File: src/rtl/jpeg_idct_transpose_ctrl.sv
// jpeg_idct_transpose_ctrl
// Transpose buffer control between the IDCT row and column passes. Incoming
// 4x4 tiles are written row-major into one half of an external dual-port
// 32x32 RAM and read back column-major into a 2-entry output FIFO. The two
// RAM halves ping-pong so one tile can fill while the other drains.
//
// Ports
//   clk_i, rst_i          clock, synchronous active-high reset
//   inport_*              write-side stream (valid/data/accept)
//   outport_*             transposed stream (valid/data/last/accept)
//   ram_addr0_o/data0_o/wr0_o  RAM port 0, write only
//   ram_addr1_o/data1_i   RAM port 1, read only, data one cycle after address
module jpeg_idct_transpose_ctrl (
    input  logic        clk_i,
    input  logic        rst_i,
    input  logic        inport_valid_i,
    input  logic [31:0] inport_data_i,
    output logic        inport_accept_o,
    output logic        outport_valid_o,
    output logic [31:0] outport_data_o,
    output logic        outport_last_o,
    input  logic        outport_accept_i,
    output logic [4:0]  ram_addr0_o,
    output logic [31:0] ram_data0_o,
    output logic        ram_wr0_o,
    output logic [4:0]  ram_addr1_o,
    input  logic [31:0] ram_data1_i
);

    localparam int unsigned DATA_W = 32;
    localparam int unsigned IDX_W  = 4;
    localparam int unsigned CNT_W  = 2;
    localparam logic [IDX_W-1:0] IDX_LAST = '1;

    // Tile tracking state
    logic              wr_bank_q,  wr_bank_d;
    logic              rd_bank_q,  rd_bank_d;
    logic [1:0]        full_q,     full_d;
    logic [IDX_W-1:0]  wr_idx_q,   wr_idx_d;
    logic [IDX_W-1:0]  rd_idx_q,   rd_idx_d;
    logic              inflight_q, inflight_d;
    logic              inflight_last_q, inflight_last_d;

    // Output FIFO state
    logic [CNT_W-1:0]  out_count_q, out_count_d;
    logic              head_q, head_d;
    logic              tail_q, tail_d;
    logic [DATA_W-1:0] fifo_data_q [2];
    logic [DATA_W-1:0] fifo_data_d [2];
    logic              fifo_last_q [2];
    logic              fifo_last_d [2];

    logic wr_fire;
    logic rd_fire;
    logic fifo_empty;
    logic out_pop;
    logic fifo_push;
    logic fifo_pop;

    // Write side: a bank accepts words until its tile is complete
    assign inport_accept_o = ~full_q[wr_bank_q];
    assign wr_fire         = inport_valid_i & inport_accept_o;
    assign ram_wr0_o       = wr_fire;
    assign ram_addr0_o     = {wr_bank_q, wr_idx_q};
    assign ram_data0_o     = inport_data_i;

    // Read side: column-major address; reserve a FIFO slot for every word in flight
    assign ram_addr1_o = {rd_bank_q, rd_idx_q[1:0], rd_idx_q[3:2]};
    assign rd_fire     = full_q[rd_bank_q]
                       & ((3'(out_count_q) + 3'(inflight_q)) < 3'd2);

    // Empty FIFO lets the returning RAM word fall through to the output
    assign fifo_empty      = (out_count_q == '0);
    assign outport_valid_o = ~fifo_empty | inflight_q;
    assign outport_data_o  = fifo_empty ? ram_data1_i     : fifo_data_q[head_q];
    assign outport_last_o  = fifo_empty ? inflight_last_q : fifo_last_q[head_q];
    assign out_pop         = outport_valid_o & outport_accept_i;
    assign fifo_push       = inflight_q & ~(fifo_empty & out_pop);
    assign fifo_pop        = out_pop & ~fifo_empty;

    // Next-state logic
    always_comb begin
        wr_bank_d       = wr_bank_q;
        rd_bank_d       = rd_bank_q;
        full_d          = full_q;
        wr_idx_d        = wr_idx_q;
        rd_idx_d        = rd_idx_q;
        inflight_d      = rd_fire;
        inflight_last_d = rd_fire & (rd_idx_q == IDX_LAST);
        out_count_d     = out_count_q;
        head_d          = head_q;
        tail_d          = tail_q;
        fifo_data_d     = fifo_data_q;
        fifo_last_d     = fifo_last_q;

        if (wr_fire) begin
            wr_idx_d = wr_idx_q + IDX_W'(1);
            if (wr_idx_q == IDX_LAST) begin
                full_d[wr_bank_q] = 1'b1;
                wr_bank_d         = ~wr_bank_q;
            end
        end

        // Writer only targets a non-full bank and reader a full one, so the
        // set above and the clear below never touch the same bit.
        if (rd_fire) begin
            rd_idx_d = rd_idx_q + IDX_W'(1);
            if (rd_idx_q == IDX_LAST) begin
                full_d[rd_bank_q] = 1'b0;
                rd_bank_d         = ~rd_bank_q;
            end
        end

        if (fifo_push) begin
            fifo_data_d[tail_q] = ram_data1_i;
            fifo_last_d[tail_q] = inflight_last_q;
            tail_d              = ~tail_q;
        end

        if (fifo_pop) begin
            head_d = ~head_q;
        end

        case ({fifo_push, fifo_pop})
            2'b10:   out_count_d = out_count_q + CNT_W'(1);
            2'b01:   out_count_d = out_count_q - CNT_W'(1);
            default: out_count_d = out_count_q;
        endcase
    end

    // State registers
    always_ff @(posedge clk_i) begin
        if (rst_i) begin
            wr_bank_q       <= 1'b0;
            rd_bank_q       <= 1'b0;
            full_q          <= '0;
            wr_idx_q        <= '0;
            rd_idx_q        <= '0;
            inflight_q      <= 1'b0;
            inflight_last_q <= 1'b0;
            out_count_q     <= '0;
            head_q          <= 1'b0;
            tail_q          <= 1'b0;
            fifo_data_q     <= '{default: '0};
            fifo_last_q     <= '{default: 1'b0};
        end else begin
            wr_bank_q       <= wr_bank_d;
            rd_bank_q       <= rd_bank_d;
            full_q          <= full_d;
            wr_idx_q        <= wr_idx_d;
            rd_idx_q        <= rd_idx_d;
            inflight_q      <= inflight_d;
            inflight_last_q <= inflight_last_d;
            out_count_q     <= out_count_d;
            head_q          <= head_d;
            tail_q          <= tail_d;
            fifo_data_q     <= fifo_data_d;
            fifo_last_q     <= fifo_last_d;
        end
    end

endmodule

File: config.mk
export PLATFORM = sky130hd
export DESIGN_NAME = jpeg_idct_transpose_ctrl
export DESIGN_NICKNAME = d
export VERILOG_FILES = /design/src/rtl/jpeg_idct_transpose_ctrl.sv
export SDC_FILE = /design/constraint.sdc
export NUM_CORES = 1
export LEC_CHECK = 0
export ABC_CLOCK_PERIOD_IN_PS = 2200
export CAP_MARGIN = 20
export CELL_PAD_IN_SITES_DETAIL_PLACEMENT = 0
export CELL_PAD_IN_SITES_GLOBAL_PLACEMENT = 1
export CORE_ASPECT_RATIO = 0.5
export CORE_MARGIN = 2
export CORE_UTILIZATION = 34
export DETAILED_ROUTE_END_ITERATION = 8
export HOLD_SLACK_MARGIN = 0.1
export MAX_ROUTING_LAYER = met4
export PLACE_DENSITY_LB_ADDON = 0.2
export SYNTH_ARGS = -nofsm -noshare
export SYNTH_HDL_FRONTEND = slang
export SYNTH_SLANG_ARGS = --single-unit
export TNS_END_PERCENT = 10
File: constraint.sdc
create_clock -name clk_i -period 2.2 [get_ports clk_i]
set_input_delay 0.33 -clock clk_i [delete_from_list [all_inputs] [get_ports clk_i]]
set_output_delay 0.33 -clock clk_i [all_outputs]
set_load 0.005 [all_outputs]
==> reports/qor.csv, run 1 <==
metric;value;unit
floorplan.io_pins;146;
grt_setup_unrepaired;yes;
tritoncts;yes;
routed_wirelength;9.91;mm
achievable_freq;455;MHz
fill_cells;1219;
gp_congestion;0.686;
cts-buffers-inserted;9;
min_period_over_period;99.9;%
grt_pass1_wl;16.1;mm
clock-root-buffer;sky130_fd_sc_hd__clkbuf_16;
area_growth_from_synthesis_to_layout;25.3;%
synthArstFlopShare;0;%
grt_use_total;14.5;%
power_density;555;nW/um^2
combined_area_of_the_multi_input_logic_cells;2400;um^2
synth_edf_count;0;
first_iter_violations;155;
final_period_minus_worst_setup_slack;2.20;ns
cts_num_sinks;84;
cts.repair_timing.setup_buffer_count;0;
max_root_sink_buffers;2;
worst_setup_hold_path_clk_slew;0.06;ns
remaining_antenna_violation_count;0;
endpoint_kind;output port;
route.detailed.vias_per_inst;4.63;
finalHoldViolations;0;
smallest_setup_slack_after_layout;0.00222;ns
route.vias.total;3256;
area_contributors_post_synth;sky130_fd_sc_hd__dfxtp_1 37%, sky130_fd_sc_hd__mux2i_1 22%, sky130_fd_sc_hd__nand2b_1 14%;
initial_core_util;35.2;%
dp_slack;0.141;ns
post_synth_most_frequent_cells;100 x sky130_fd_sc_hd__mux2i_1, 99 x sky130_fd_sc_hd__nand2b_1, 84 x sky130_fd_sc_hd__dfxtp_1;
min-delay-path-class;in2reg;
leakage_power;2.27;nW
yosysMostFrequentCell;sky130_fd_sc_hd__mux2i_1;
seqCellArea;1690;um^2
antenna_found_initial;0;
syn_nets;562;
cts-htree-levels;3;
post_synthesis_cell_count;491;
final.setup_skew;0.00683;ns
netlist.top_cell.by_area;sky130_fd_sc_hd__dfxtp_1;
insertion_delay;0.33;ns
drive_above_1_share;10.3;%
final_net_count;600;
dieWidth;167;um
syn_area;4510;um^2
post_cts_hold_buffer_count;0;
core_region_area;12800;um^2
worst_slew_margin_rel;68.5;%
floorplan.die.height;85.5;um
antenna_cells_inserted;0;
startpoint_kind_of_the_worst_setup_timing_path;register;
synthDominantCellAreaShare;37.3;%
netlist-cell-type-count;43;
dpl.hpwl;6.22;mm
synth.ff_latch_count;84;
fp.dieArea;14300;um^2
drt_pre_antenna_iters;4;
ys_warn_count;0;
gr-total-overflow;0;
critPathRequiredTime;1.87;ns
finalMaxSlewViolations;0;
outcome;completed;
wl_per_instance;14.1;um
core.rowCount;29;
max_cap_viol_count;0;
synth_flop_cell;sky130_fd_sc_hd__dfxtp_1;
detail_route.drc_violations;0;
fin_tns_setup;0;ns
final-setup-viol-count;0;
worst-path-max-fanout;26;
max_slew.worst_pin.slew;0.459;ns
number_of_global_route_vias_before_repair;3344;
synth_sequential_area_ratio;37.3;%
worst_path_arrival_time;1.87;ns
port_buffers;81;
power.ir.vdd_worst;0.000341;V
postSynthAreaPerCell;9.19;um^2
worst-setup-path-type;reg2out;
fin_worst_hold_slack;0.435;ns
grt_start_max_net_pins;110;
==> path summary, 6_finish.rpt <==
kind                                  endpoint  slack, ns  depth (start not counted)                    startpoint
setup / recovery            outport_data_o[13]      0.002                          4   out_count_q[0]$_SDFFE_PP0P_
hold / removal    fifo_data_q[42]$_SDFFE_PP0P_       0.43                          3                         rst_i
setup reg to reg   out_count_q[1]$_SDFFE_PP0P_       0.55                          5   out_count_q[0]$_SDFFE_PP0P_
hold reg to reg   fifo_data_q[48]$_SDFFE_PP0P_       0.47                          2  fifo_data_q[48]$_SDFFE_PP0P_
==> registers in the layout (all words and copies together) (netlist names) <==
name             cells
inflight_last_q      1
fifo_data_q         64
wr_bank_q            1
head_q               1
out_count_q          2
rd_idx_q             4
tail_q               1
wr_idx_q             4
rd_bank_q            1
fifo_last_q          2
full_q               2
inflight_q           1
==> report_power, final <==
group | leakage [nW] | internal [mW] | switching [mW] | total [mW]
registers | 0.679 | 1.52 | 0.00292 | 1.52
logic | 1.47 | 0.167 | 0.102 | 0.270
clock network | 0.124 | 0.752 | 0.595 | 1.35
==> worst max-delay path: stages, from the launching register on <==
cell and delay, ns:
sky130_fd_sc_hd__dfxtp_4 0.37, sky130_fd_sc_hd__or2_4 0.29, sky130_fd_sc_hd__buf_12 0.19, sky130_fd_sc_hd__a21oi_2 0.16, sky130_fd_sc_hd__clkdlybuf4s50_1 0.52
==> repair_timing <==
item,in CTS,in global routing
resized for setup,12,29
gates cloned,1,0
setup endpoints to repair,33,30
pin swaps,1,0
==> cells in the final DEF, fill, tap and decap left out, types with 2 or more instances in the layout <==
cell type                         count
sky130_fd_sc_hd__a31oi_1              2
sky130_fd_sc_hd__nand3_1              4
sky130_fd_sc_hd__a31o_2               2
sky130_fd_sc_hd__or3_1                3
sky130_fd_sc_hd__nand2b_1            99
sky130_fd_sc_hd__dfxtp_4              2
sky130_fd_sc_hd__clkdlybuf4s50_1     56
sky130_fd_sc_hd__o21ai_0              6
sky130_fd_sc_hd__clkinvlp_4           2
sky130_fd_sc_hd__dfxtp_2              2
sky130_fd_sc_hd__clkbuf_16            9
sky130_fd_sc_hd__a311oi_1             2
sky130_fd_sc_hd__dlygate4sd2_1        2
sky130_fd_sc_hd__ha_1                 3
sky130_fd_sc_hd__dfxtp_1             80
sky130_fd_sc_hd__inv_1                6
sky130_fd_sc_hd__buf_4                7
sky130_fd_sc_hd__mux2i_1            100
sky130_fd_sc_hd__nor3_1               3
sky130_fd_sc_hd__dlymetal6s2s_1      22
sky130_fd_sc_hd__xor2_1               2
sky130_fd_sc_hd__a21oi_2              9
sky130_fd_sc_hd__o31ai_1              3
sky130_fd_sc_hd__nor2_1              39
sky130_fd_sc_hd__mux2_2               2
sky130_fd_sc_hd__or4_1                3
sky130_fd_sc_hd__buf_12               6
sky130_fd_sc_hd__a21oi_1             33
sky130_fd_sc_hd__clkinv_2             3
==> cells by family after synthesis <==
group	Yosys count	synth area share, %
simple gates	164	20.8
mux	102	22.7
flops	84	37.3
buf+inv	75	10.4
compound gates	60	7.46
xor+xnor	3	0.582
fa+ha+maj	3	0.832
==> per-layer routing <==
metal  wire length, um  part of all wire (%)  global-route usage (%)  vias to the layer above
met1              4820                    49                    17.7                     1481
met2              4420                    45                    22.9                       58
met5                 0                     0                       -                        -
li1                  -                     -                       -                     1701
met4               131                   1.3                    4.39                        0
met3               544                   5.5                    4.80                       16
==> area by class of cell <==
cell class	instances	area share, %
clock buffer	10	4.05
clock inverter	5	0.531
inverter	6	0.398
multi-input combinational	332	42.4
sequential	84	29.9
tap	170	3.76
timing repair buffer	96	18.9
==> through the flow <==
stage | cell area (um^2) | utilization [%] | power [mW] | std cells
floorplan | 4510 | - | 1.72 | 491
global placement | 5270 | 41.1 | 1.84 | 687
detailed placement | 5270 | 41.1 | 1.84 | 687
CTS | 5580 | 43.5 | 3.20 | 703
global route | 5650 | 44.1 | 3.28 | 703
finish | 5650 | 44.1 | 3.14 | 703
(Power assumes the default switching activity.)
==> run 2: changes to the inputs <==
Settings changed: ABC_AREA from default to 1, CAP_MARGIN 20 to default, CORE_UTILIZATION 34 to 32.
==> run 2 against run 1 <==
Net effect: maximum frequency rose by 1.4%; combinational power fell by 6%; area after synthesis fell by 5.9%; count of clock-buffer cells in the layout rose by 2; sequential share of layout area rose by 1.1 points; power rose by 16%; non-clock buffer count rose by 6; critical endpoint is now outport_data_o[11].
==> reports/qor.csv, run 2 <==
metric;value;unit;change
placed_cell_area;4980;um^2;was 5270 um^2
synth_sequential_area_ratio;39.6;%;was 37.3%
fraction_of_the_mapped_netlist_area_in_adder_cells;0.884;%;was 0.832%
floorplan.io_pins;146;;unchanged
grt_pass1_wl;20.1;mm;was 16.1 mm
grt_use_total;17.9;%;was 14.5%
final-setup-viol-count;0;;unchanged
grt_start_max_net_pins;48;;was 110
drt_pre_antenna_iters;5;;was 4
route.vias.total;4193;;was 3256
post_cts_hold_buffer_count;0;;unchanged
synth_xor_area_share;0.619;%;was 0.582%
fin_area;5450;um^2;was 5650 um^2
final_period_minus_worst_setup_slack;2.17;ns;was 2.20 ns
routed_wirelength;12.5;mm;was 9.91 mm
combinational_family_with_the_most_area_after_synthesis;simple AND/OR/NAND/NOR gates;;was multiplexers
leakage_power;2.08;nW;was 2.27 nW
post_synth_most_frequent_cells;144 x sky130_fd_sc_hd__a21oi_1, 128 x sky130_fd_sc_hd__nand2_1, 84 x sky130_fd_sc_hd__dfxtp_1;;was 100 x sky130_fd_sc_hd__mux2i_1, 99 x sky130_fd_sc_hd__nand2b_1, 84 x sky130_fd_sc_hd__dfxtp_1
reg2reg_depth;10;;was 5
design_power_total;3.65;mW;was 3.14 mW
worst_path_arrival_time;1.84;ns;was 1.87 ns
dpl.hpwl;7.95;mm;was 6.22 mm
core_region_area;12800;um^2;unchanged
hold_path_cell_cnt;2;;was 3
wl_per_instance;15.5;um;was 14.1 um
final-instance-count-excl-fill;806;;was 703
area_contributors_post_synth;sky130_fd_sc_hd__dfxtp_1 40%, sky130_fd_sc_hd__a21oi_1 17%, sky130_fd_sc_hd__nand2_1 11%;;was sky130_fd_sc_hd__dfxtp_1 37%, sky130_fd_sc_hd__mux2i_1 22%, sky130_fd_sc_hd__nand2b_1 14%
synth.ff_latch_count;84;;unchanged
compound_gate_portion_of_the_synthesized_area;18.1;%;was 7.46%
synth_simple_gate_area_share;27.7;%;was 20.8%
area_growth_from_synthesis_to_layout;28.3;%;was 25.3%
worst-setup-path-type;reg2out;;unchanged
top_register;fifo_data_q;;unchanged
final.setup_skew;0.00643;ns;was 0.00683 ns
place.detailed.instances;789;;was 687
antenna_found_initial;0;;unchanged
min_period_over_period;98.5;%;was 99.9%
detail_route.drc_violations;0;;unchanged
netlist.top_cell.by_area;sky130_fd_sc_hd__dfxtp_1;;unchanged
clock-root-buffer;sky130_fd_sc_hd__clkbuf_16;;unchanged
timing.hold.worst.start;rst_i;;unchanged
synthDominantCellAreaShare;39.6;%;was 37.3%
finalHoldViolations;0;;unchanged
startpoint_kind_of_the_worst_setup_timing_path;register;;unchanged
largest_register_ff_count;64;;unchanged
cts-htree-levels;3;;unchanged
antenna_cells_inserted;0;;unchanged
worst_slew_margin_rel;65.1;%;was 68.5%
smallest_setup_slack_after_layout;0.0319;ns;was 0.00222 ns
route.detailed.vias_per_inst;5.20;;was 4.63
initial_core_util;33.1;%;was 35.2%
min-delay-path-class;in2reg;;unchanged
biggest_registers_after_layout;fifo_data_q x64, rd_idx_q x4, wr_idx_q x4;;unchanged
synth_edf_count;0;;unchanged
worst_setup_hold_path_clk_slew;0.06;ns;about the same
syn_nets;672;;was 562
number_of_global_route_vias_before_repair;3866;;was 3344
worst-path-max-fanout;18;;was 26
power.ir.vdd_worst;0.000408;V;was 0.000341 V
critPathRequiredTime;1.87;ns;about the same
core.rowCount;29;;unchanged
gr-total-overflow;0;;unchanged
gp_congestion;0.747;;was 0.686
synthArstFlopShare;0;%;unchanged
first_iter_violations;254;;was 155
grt_setup_unrepaired;yes;;unchanged
port_buffers;81;;unchanged
netlist-cell-type-count;22;;was 43
max_cap_viol_count;0;;unchanged
max_root_sink_buffers;2;;unchanged
dieWidth;167;um;about the same
syn_area;4250;um^2;was 4510 um^2
synth_flop_cell;sky130_fd_sc_hd__dfxtp_1;;unchanged
fp.dieArea;14300;um^2;about the same
muxShareOfSynthArea;0;%;was 22.7%
finalMaxSlewViolations;0;;unchanged
remaining_antenna_violation_count;0;;unchanged
final_net_count;702;;was 600
cts.repair_timing.setup_buffer_count;0;;unchanged
yosysMostFrequentCell;sky130_fd_sc_hd__a21oi_1;;was sky130_fd_sc_hd__mux2i_1
achievable_freq;461;MHz;was 455 MHz
ys_warn_count;0;;unchanged
floorplan.die.height;85.4;um;was 85.5 um
postSynthAreaPerCell;7.06;um^2;was 9.19 um^2
mostFrequentLayoutCells;141 x sky130_fd_sc_hd__a21oi_1, 128 x sky130_fd_sc_hd__nand2_1, 80 x sky130_fd_sc_hd__dfxtp_1;;was 100 x sky130_fd_sc_hd__mux2i_1, 99 x sky130_fd_sc_hd__nand2b_1, 80 x sky130_fd_sc_hd__dfxtp_1
power_density;671;nW/um^2;was 555 nW/um^2
startpoint;out_count_q[1]$_SDFFE_PP0P_;;was out_count_q[0]$_SDFFE_PP0P_
outcome;completed;;unchanged
tritoncts;yes;;unchanged
insertion_delay;0.34;ns;was 0.33 ns
dp_slack;0.219;ns;was 0.141 ns
post_synthesis_cell_count;601;;was 491
max_slew.worst_pin.slew;0.524;ns;was 0.459 ns
cts_num_sinks;84;;unchanged
layout.cells.most_common;sky130_fd_sc_hd__a21oi_1;;was sky130_fd_sc_hd__mux2i_1
drive_above_1_share;7.70;%;was 10.3%
endpoint_kind;output port;;unchanged
fin_worst_hold_slack;0.194;ns;was 0.435 ns
cts-buffers-inserted;9;;unchanged
critical_path.reg2reg.startpoint;out_count_q[1]$_SDFFE_PP0P_;;was out_count_q[0]$_SDFFE_PP0P_
[run 2: worst max-delay path, cell delays in order (launching register included)]
cell and delay, ns:
sky130_fd_sc_hd__dfxtp_2 0.34, sky130_fd_sc_hd__nor2_4 0.19, sky130_fd_sc_hd__buf_12 0.19, sky130_fd_sc_hd__a21oi_1 0.06, sky130_fd_sc_hd__a21oi_1 0.18, sky130_fd_sc_hd__clkdlybuf4s50_1 0.53
[run 2: cell type report]
cell class,count,area (um^2)
fillers,1323,7360
multi-input cells,417,2020
flip-flops and latches,84,1690
repair buffers,102,1090
clock buffers,12,246
well taps,170,213
clock inverters,4,120
inverters,17,63.8
[run 2: repair_timing]
action                     in CTS  in global routing
setup endpoints to repair      21                 31
gates resized for setup         4                 25
pin swaps                       0                  1
gates cloned                    0                  1
[run 2: stage by stage]
step                      util (%)  setup TNS (ns)
final                         42.5               0
after global routing          42.5          -0.286
after CTS                     41.8               0
after detailed placement      38.8               0
after global placement        38.8               0
after floorplan                  -               0
[run 2: cells by family (layout without fill, tap and decap cells)]
| logic type | Yosys count | in the layout |
|---|---|---|
| adders and majority gates | 3 | 3 |
| xor gates and xnor gates | 3 | 3 |
| and+or+nand+nor | 258 | 258 |
| AOI/OAI and AO/OA | 153 | 153 |
| DFF | 84 | 84 |
| buffers and inverters | 100 | 135 |
[run 2: power breakdown]
group          switching [mW]  leakage (nW)  internal, mW
Sequential            0.00353         0.679          1.52
Clock                   0.616         0.177          1.26
Combinational           0.117          1.22         0.137
[run 2: path summary, 6_finish.rpt]
| path | to | slack (ns) |
|---|---|---|
| setup / recovery | outport_data_o[11] | 0.03 |
| hold / removal | rd_idx_q[0]$_SDFFE_PP0P_ | 0.19 |
| setup reg to reg | out_count_q[1]$_SDFFE_PP0P_ | 0.39 |
| hold reg to reg | fifo_data_q[55]$_SDFFE_PP0P_ | 0.46 |
[run 2: routing by layer]
layer	global-route usage [%]	wire length (um)
met1	24.5	6260
met4	4.70	170
met5	-	0
met3	4.85	663
met2	26.2	5400
